===== config.mk =====
export PLATFORM = sky130hd
export DESIGN_NAME = restart_alarm_flat
export DESIGN_NICKNAME = d
export VERILOG_FILES = /design/src/rtl/restart_alarm_pkg.sv /design/src/rtl/restart_alarm_if.sv /design/src/rtl/restart_alarm_tick_counter.sv /design/src/rtl/restart_alarm.sv /design/src/flat_wrapper.sv
export SDC_FILE = /design/constraint.sdc
export NUM_CORES = 1
export LEC_CHECK = 0
export BUFFER_PORTS_ARGS = -buffer_cell sky130_fd_sc_hd__buf_2
export CAP_MARGIN = 15
export CORE_MARGIN = 5
export CORE_UTILIZATION = 45
export CTS_CLUSTER_SIZE = 40
export DETAILED_ROUTE_END_ITERATION = 6
export PLACE_DENSITY = 0.65
export SLEW_MARGIN = 0
export SYNTH_ARGS = -nofsm -noshare
export SYNTH_HDL_FRONTEND = slang
export SYNTH_SLANG_ARGS = --single-unit

===== constraint.sdc =====
create_clock -name clock -period 2.5 [get_ports clock]
set_input_delay 0.125 -clock clock [delete_from_list [all_inputs] [get_ports clock]]
set_output_delay 0.125 -clock clock [all_outputs]
set_load 0.01 [all_outputs]

===== src/rtl/restart_alarm_pkg.sv =====
// Shared timer/alarm definitions: restart FSM encoding, cause bit indices
// and the default scan-tick limits used by restart_alarm.
package restart_alarm_pkg;

  typedef enum logic [1:0] {
    ST_IDLE     = 2'd0,
    ST_REQ      = 2'd1,
    ST_WAIT_ACK = 2'd2,
    ST_WAIT_REL = 2'd3
  } alarm_state_e;

  localparam int CAUSE_PAR    = 0;
  localparam int CAUSE_NW     = 1;
  localparam int CAUSE_TC     = 2;
  localparam int CAUSE_LOCK   = 3;
  localparam int CAUSE_NORUPT = 4;
  localparam int CAUSE_ACKTO  = 5;
  localparam int CAUSE_W      = 6;

  localparam int NW_TICKS_DEF    = 2;
  localparam int TC_TICKS_DEF    = 1;
  localparam int RUPT_TICKS_DEF  = 3;
  localparam int GOJ_CYCLES_DEF  = 4;
  localparam int GOJ_TIMEOUT_DEF = 64;

  function automatic int max_int(input int a, input int b);
    return (a > b) ? a : b;
  endfunction

endpackage


===== src/rtl/restart_alarm_if.sv =====
// goj1/gojam restart handshake between the alarm (initiator) and the timer.
// Handshake: goj1 is a request held high for a fixed number of cycles; the
// timer acknowledges by raising gojam (a level) and releases by dropping it.
interface restart_alarm_if;
  logic goj1;
  logic gojam;

  modport master (output goj1, input gojam);
  modport slave  (input goj1, output gojam);
endinterface


===== src/rtl/restart_alarm_tick_counter.sv =====
// Scan-tick counter that pulses alarm on the tick that would reach LIMIT,
// then clears itself so it never wraps.
module alarm_tick_counter #(
  parameter int LIMIT = 2
) (
  input  logic clock,
  input  logic rst,
  input  logic clr,
  input  logic inc,
  output logic alarm
);
  localparam int W = $clog2(LIMIT + 1);

  logic [W-1:0] cnt;

  // clr dominates inc, so a coincident clear suppresses the alarm.
  assign alarm = inc && !clr && (cnt == W'(LIMIT - 1));

  always_ff @(posedge clock) begin
    if (rst || clr || alarm) begin
      cnt <= '0;
    end else if (inc) begin
      cnt <= cnt + W'(1);
    end
  end
endmodule


===== src/rtl/restart_alarm.sv =====
// Watchdog that monitors program behaviour against the scan tick, latches
// alarm causes and drives the goj1 restart request into the timer.
module restart_alarm
  import restart_alarm_pkg::*;
#(
  parameter int NW_TICKS    = NW_TICKS_DEF,
  parameter int TC_TICKS    = TC_TICKS_DEF,
  parameter int RUPT_TICKS  = RUPT_TICKS_DEF,
  parameter int GOJ_CYCLES  = GOJ_CYCLES_DEF,
  parameter int GOJ_TIMEOUT = GOJ_TIMEOUT_DEF
) (
  input  logic                 clock,
  input  logic                 rst,
  input  logic                 tick,
  input  logic                 nw_access,
  input  logic                 inst_done,
  input  logic                 inst_is_tc,
  input  logic                 in_rupt,
  input  logic                 par_fail,
  input  logic                 alarm_inh,
  input  logic                 cause_clr,
  restart_alarm_if.master      tmr,
  output logic                 restart_light,
  output logic [CAUSE_W-1:0]   cause,
  output logic                 busy,
  output alarm_state_e         state
);
  localparam int CW = $clog2(max_int(GOJ_CYCLES, GOJ_TIMEOUT) + 1);

  alarm_state_e state_q, state_next;
  logic [CW-1:0] cyc_q, cyc_next;
  logic          ack_q, ack_next;
  logic          ack_to;

  logic mon_en;
  logic nw_alarm, win_close, lock_alarm, idle_alarm, tc_alarm;
  logic saw_tc, saw_non_tc, saw_tc_now, saw_non_tc_now;
  logic [CAUSE_W-1:0] new_bits;
  logic mon_alarm;

  // Monitors only run while idle and the timer is not restarting.
  assign mon_en = (state_q == ST_IDLE) && !tmr.gojam;

  alarm_tick_counter #(.LIMIT(NW_TICKS)) u_nw (
    .clock(clock), .rst(rst), .clr(nw_access || !mon_en),
    .inc(tick), .alarm(nw_alarm)
  );

  alarm_tick_counter #(.LIMIT(TC_TICKS)) u_win (
    .clock(clock), .rst(rst), .clr(!mon_en),
    .inc(tick), .alarm(win_close)
  );

  alarm_tick_counter #(.LIMIT(RUPT_TICKS)) u_lock (
    .clock(clock), .rst(rst), .clr(!in_rupt || !mon_en),
    .inc(tick && in_rupt), .alarm(lock_alarm)
  );

  alarm_tick_counter #(.LIMIT(RUPT_TICKS)) u_idle (
    .clock(clock), .rst(rst), .clr(in_rupt || !mon_en),
    .inc(tick && !in_rupt), .alarm(idle_alarm)
  );

  // An instruction finishing on the closing tick belongs to the closing window.
  assign saw_tc_now     = saw_tc     || (inst_done && inst_is_tc);
  assign saw_non_tc_now = saw_non_tc || (inst_done && !inst_is_tc);
  assign tc_alarm       = win_close && !(saw_tc_now && saw_non_tc_now);

  always_ff @(posedge clock) begin
    if (rst || !mon_en || win_close) begin
      saw_tc     <= 1'b0;
      saw_non_tc <= 1'b0;
    end else begin
      saw_tc     <= saw_tc_now;
      saw_non_tc <= saw_non_tc_now;
    end
  end

  always_comb begin
    new_bits               = '0;
    new_bits[CAUSE_PAR]    = par_fail;
    new_bits[CAUSE_NW]     = nw_alarm;
    new_bits[CAUSE_TC]     = tc_alarm;
    new_bits[CAUSE_LOCK]   = lock_alarm;
    new_bits[CAUSE_NORUPT] = idle_alarm;
    new_bits[CAUSE_ACKTO]  = ack_to;
  end

  assign mon_alarm = |new_bits[CAUSE_NORUPT:CAUSE_PAR];

  always_comb begin
    state_next = state_q;
    cyc_next   = cyc_q;
    ack_next   = ack_q;
    ack_to     = 1'b0;
    case (state_q)
      ST_IDLE: begin
        cyc_next = '0;
        ack_next = 1'b0;
        if (mon_alarm && !alarm_inh) state_next = ST_REQ;
      end
      ST_REQ: begin
        // An early gojam is remembered; the request still runs full length.
        if (tmr.gojam) ack_next = 1'b1;
        if (cyc_q == CW'(GOJ_CYCLES - 1)) begin
          state_next = ST_WAIT_ACK;
          cyc_next   = '0;
        end else begin
          cyc_next = cyc_q + CW'(1);
        end
      end
      ST_WAIT_ACK: begin
        if (tmr.gojam || ack_q) begin
          state_next = ST_WAIT_REL;
          cyc_next   = '0;
        end else if (cyc_q == CW'(GOJ_TIMEOUT - 1)) begin
          ack_to     = 1'b1;
          state_next = ST_IDLE;
          cyc_next   = '0;
        end else begin
          cyc_next = cyc_q + CW'(1);
        end
      end
      ST_WAIT_REL: begin
        if (!tmr.gojam) state_next = ST_IDLE;
      end
      default: state_next = ST_IDLE;
    endcase
  end

  always_ff @(posedge clock) begin
    if (rst) begin
      state_q       <= ST_IDLE;
      cyc_q         <= '0;
      ack_q         <= 1'b0;
      tmr.goj1      <= 1'b0;
      cause         <= '0;
      restart_light <= 1'b0;
    end else begin
      state_q       <= state_next;
      cyc_q         <= cyc_next;
      ack_q         <= ack_next;
      tmr.goj1      <= (state_next == ST_REQ);
      // New alarm bits win over a coincident clear.
      cause         <= (cause_clr ? '0 : cause) | new_bits;
      restart_light <= (restart_light && !cause_clr) || (|new_bits);
    end
  end

  assign busy  = (state_q != ST_IDLE);
  assign state = state_q;
endmodule


===== src/flat_wrapper.sv =====
// flat-port wrapper written by rule: the top's interface ports become plain ports
module restart_alarm_flat import restart_alarm_pkg::*;
#(
  parameter int NW_TICKS    = NW_TICKS_DEF,
  parameter int TC_TICKS    = TC_TICKS_DEF,
  parameter int RUPT_TICKS  = RUPT_TICKS_DEF,
  parameter int GOJ_CYCLES  = GOJ_CYCLES_DEF,
  parameter int GOJ_TIMEOUT = GOJ_TIMEOUT_DEF
)
  (clock, rst, tick, nw_access, inst_done, inst_is_tc, in_rupt, par_fail, alarm_inh, cause_clr, restart_light, cause, busy, state, tmr_goj1, tmr_gojam);
  restart_alarm_if tmr_i ();
  input  logic clock;
  input  logic rst;
  input  logic tick;
  input  logic nw_access;
  input  logic inst_done;
  input  logic inst_is_tc;
  input  logic in_rupt;
  input  logic par_fail;
  input  logic alarm_inh;
  input  logic cause_clr;
  output logic restart_light;
  output logic [CAUSE_W-1:0] cause;
  output logic busy;
  output alarm_state_e state;
  output wire logic [$bits(tmr_i.goj1)-1:0] tmr_goj1;
  input wire logic [$bits(tmr_i.gojam)-1:0] tmr_gojam;
  assign tmr_goj1 = tmr_i.goj1;
  assign tmr_i.gojam = tmr_gojam;
  restart_alarm #(.NW_TICKS(NW_TICKS), .TC_TICKS(TC_TICKS), .RUPT_TICKS(RUPT_TICKS), .GOJ_CYCLES(GOJ_CYCLES), .GOJ_TIMEOUT(GOJ_TIMEOUT)) u_core (.clock(clock), .rst(rst), .tick(tick), .nw_access(nw_access), .inst_done(inst_done), .inst_is_tc(inst_is_tc), .in_rupt(in_rupt), .par_fail(par_fail), .alarm_inh(alarm_inh), .cause_clr(cause_clr), .tmr(tmr_i), .restart_light(restart_light), .cause(cause), .busy(busy), .state(state));
endmodule

==> key figures <==
Routing
  – Initial drt markers: between 40 and 50
  – Pre-Repair DR Iteration Count: 4
  – Vias/cell: between 5 and 6
  – DR WL/cell: between 10 and 15 um
  – Antenna Violating Nets Remaining: 0
  – DR DRC count: 0
  – Post-Route WL: just under 3000 um
  – DR vias: roughly 1,200

Power
  – P_int: around 0.60 mW
  – Power share of the sequential group: a little over half
  – Clk pwr share: 21.9%
  – Tot Pwr: about 0.86 mW
  – Part of the power in combinational logic: 23.2%
  – Switching share of total power: 30.3%
  – Leak Pwr: ~0.66 nW
  – P per Cell Area: 524 nW/um^2
  – Psw: 0.259 mW
  – Maximum VDD drop: between 0.0004 and 0.0005 V

Clock network
  – CTS max path bufs: 2
  – CTS Root Cell: clkbuf_4
  – H-tree depth: 1
  – Clock latency on the worst-skew pair: about 0.32 ns
  – CTS tree: built
  – Clk sinks: 27
  – CTS buffer count: 3
  – Clk slew on worst S/H paths: 0.14 ns
  – Postcts setup bufs: 0

Status
  – Run status: finished clean

Timing
  – Setup TNS: 0 ns
  – Min Tclk post-route: between 1.5 and 2 ns
  – Final hold slack: about 0.050 ns
  – Final Hold Viols: 0
  – Setup violators final: 0
  – Final setup margin: about 0.57 ns
  – FMAX: about 0.52 GHz
  – Final max-slew violation count: 0
  – Fin crit share: between 70 and 80%
  – Clock Skews: ~0.0046 ns
  – Tightest Pin Transition: 0.354 ns
  – Slew headroom: approximately 76%
  – RSZ-0062 raised after global routing: false

Floorplan
  – Die Wd: 66.9 um
  – Core Box Area: about 3000 um^2
  – Die area: ~4500 um^2
  – Starting Density: between 40% and 50%
  – I/O pins: 22
  – Rows: 20
  – Die Span Y: about 67 um

Placed design
  – Gp weighted congestion: 0.793
  – IO buf count: 21
  – Dpl ws: between 0.6 and 0.7 ns
  – DP Area: 1600 um^2
  – Post-DP HPWL: around 2300 um
  – Inst Count DP: ~220

Synth
  – Mapped Avg Cell Area: 9.11 um^2
  – Mapped cell area: 1460 um^2
  – Synth top area cells: dfxtp_1 (37%), ha_1 (8.6%), nor2_1 (5.7%)
  – Cell taking the most area after synthesis: dfxtp_1
  – Main synth FF type: dfxtp_1
  – Sequential share of the synthesized area: a little under two fifths
  – Fraction of registers with async set/reset: 0%
  – Syn_nets: ~180
  – Post-Syn Instances: 160
  – Yosys warning total: 0
  – Top-area cell type share of the netlist area: approximately 37%
  – Cell variety after synth: between 40 and 50
  – Post-synthesis register bit count: 27
  – Post-synth EDFFs: 0

Critical path
  – Setup crit end kind: flip-flop
  – CP max stage delay: approximately 0.46 ns
  – R2r setup slk: between 0.5 and 0.6 ns
  – CP bufs+invs: 2
  – Most used cell, CP: inv_1
  – Kind of cell adding the most delay to the critical path: compound AO/OA/AOI/OAI gates
  – Crit Path Max Fanout: 9
  – CP Cell Sequence: inv_1, ha_1, inv_1, or3_1, a211o_1, a211oi_2
  – WP data required: around 2.8 ns
  – Critical path arrival: 2.19 ns
  – Setup CP Type: reg2reg
  – Slowest CP cell: or3_1
  – Startpoint type of the worst setup path: flip-flop

Final layout
  – ANT cells: 0
  – Most common cell after layout, fill and taps aside: dfxtp_1
  – Area growth from synthesis to layout: 12.0%
  – Fin nets: about 210
  – Filler-free cell count of the finished design: ~230
  – Most frequent cells in the layout: dfxtp_1 (27), nor2_1 (22), buf_2 (21)
  – Final Util: a little over half
  – Design Area, Final: 1630 um^2
  – Layout cells sized above 1: 20.2%

Global route
  – First-pass GRT wire length: roughly 5000 um
  – Largest net degree at the start of global routing: 17
  – Grt ovf: 0
  – Antenna violations before repair: 0
  – Tot GR Track Use: between 10% and 20%
  – Vias in the first global route: 1,123

Run
  – Max-cap violations: 0

Min path
  – HP Class: in2reg
-- path summary, 6_finish.rpt --
path	start	end	cells past startpoint
worst min register to register	u_core.cause[4]	u_core.cause[4]	2
worst max register to register	u_core.state[1]	u_core.u_idle.cnt[1]	6
worst max-delay path	u_core.state[1]	u_core.u_idle.cnt[1]	6
worst min-delay path	par_fail	u_core.cause[0]	3
-- cell families (layout without fill, tap and decap cells) --
group                      after synthesis  in the layout  synth area share (%)
buffers and inverters                   14             37                  4.38
muxes                                    7              7                  4.89
and+or+nand+nor                         63             63                  23.9
DFF                                     27             27                  37.1
xor gates and xnor gates                 3              3                  1.80
AOI/OAI and AO/OA                       36             36                  19.4
adders and majority gates               10             10                  8.58
-- cells in the mapped netlist, drive strengths merged (3+ instances only) --
cell,count
xnor2,3
nand3,6
o21ai,5
nor3,3
ha,10
mux2i,6
nor2,22
nor3b,5
inv,11
a211oi,3
nor2b,3
nand2b,4
dfxtp,27
nand2,10
or3,3
a21oi,11
-- worst min-delay path: cells and delay by family --
family,cells,cell delay [ns]
and+or+nand+nor,1,0.07
buffers and inverters,1,0.11
AOI/OAI and AO/OA,1,0.04
-- area by class of cell --
class | count | area (um^2)
inverter | 11 | 41.3
multi-input combinational | 119 | 853
clock buffer | 3 | 22.5
fill | 301 | 1450
timing repair buffer | 22 | 115
sequential | 27 | 541
clock inverter | 1 | 5.00
tap | 44 | 55.1
-- per-layer routing --
layer / global-route usage, % / share of wire (%)
met1: 18.6 / 48
met2: 24.6 / 46
met3: 4.22 / 4.9
met4: 3.04 / 0.71
met5: 0 / 0
-- flip-flops by register name, summed over array words and instances (netlist names) --
signal                cells
u_core.restart_light      1
u_core.saw_tc             1
u_core.u_win.cnt          1
u_core.u_idle.cnt         2
u_core.u_lock.cnt         2
u_core.saw_non_tc         1
u_core.ack_q              1
u_core.state              2
u_core.cause              6
u_core.cyc_q              7
u_core.u_nw.cnt           2
u_core.tmr.goj1           1
-- repair_timing --
action	in CTS	in global routing
gates resized for setup	0	0
setup endpoints to repair	0	0
hold buffers	1	0
endpoints found under the hold margin	2	0
-- power by group through the flow --
stage,Sequential (mW),Combinational (mW),Clock (mW)
2_1_floorplan,0.482,0.137,0
3_3_place_gp,0.477,0.193,0
3_5_place_dp,0.478,0.197,0
4_1_cts,0.469,0.200,0.198
5_1_grt,0.473,0.220,0.210
6_report,0.469,0.198,0.188
Power figures use the tool's default switching activity.
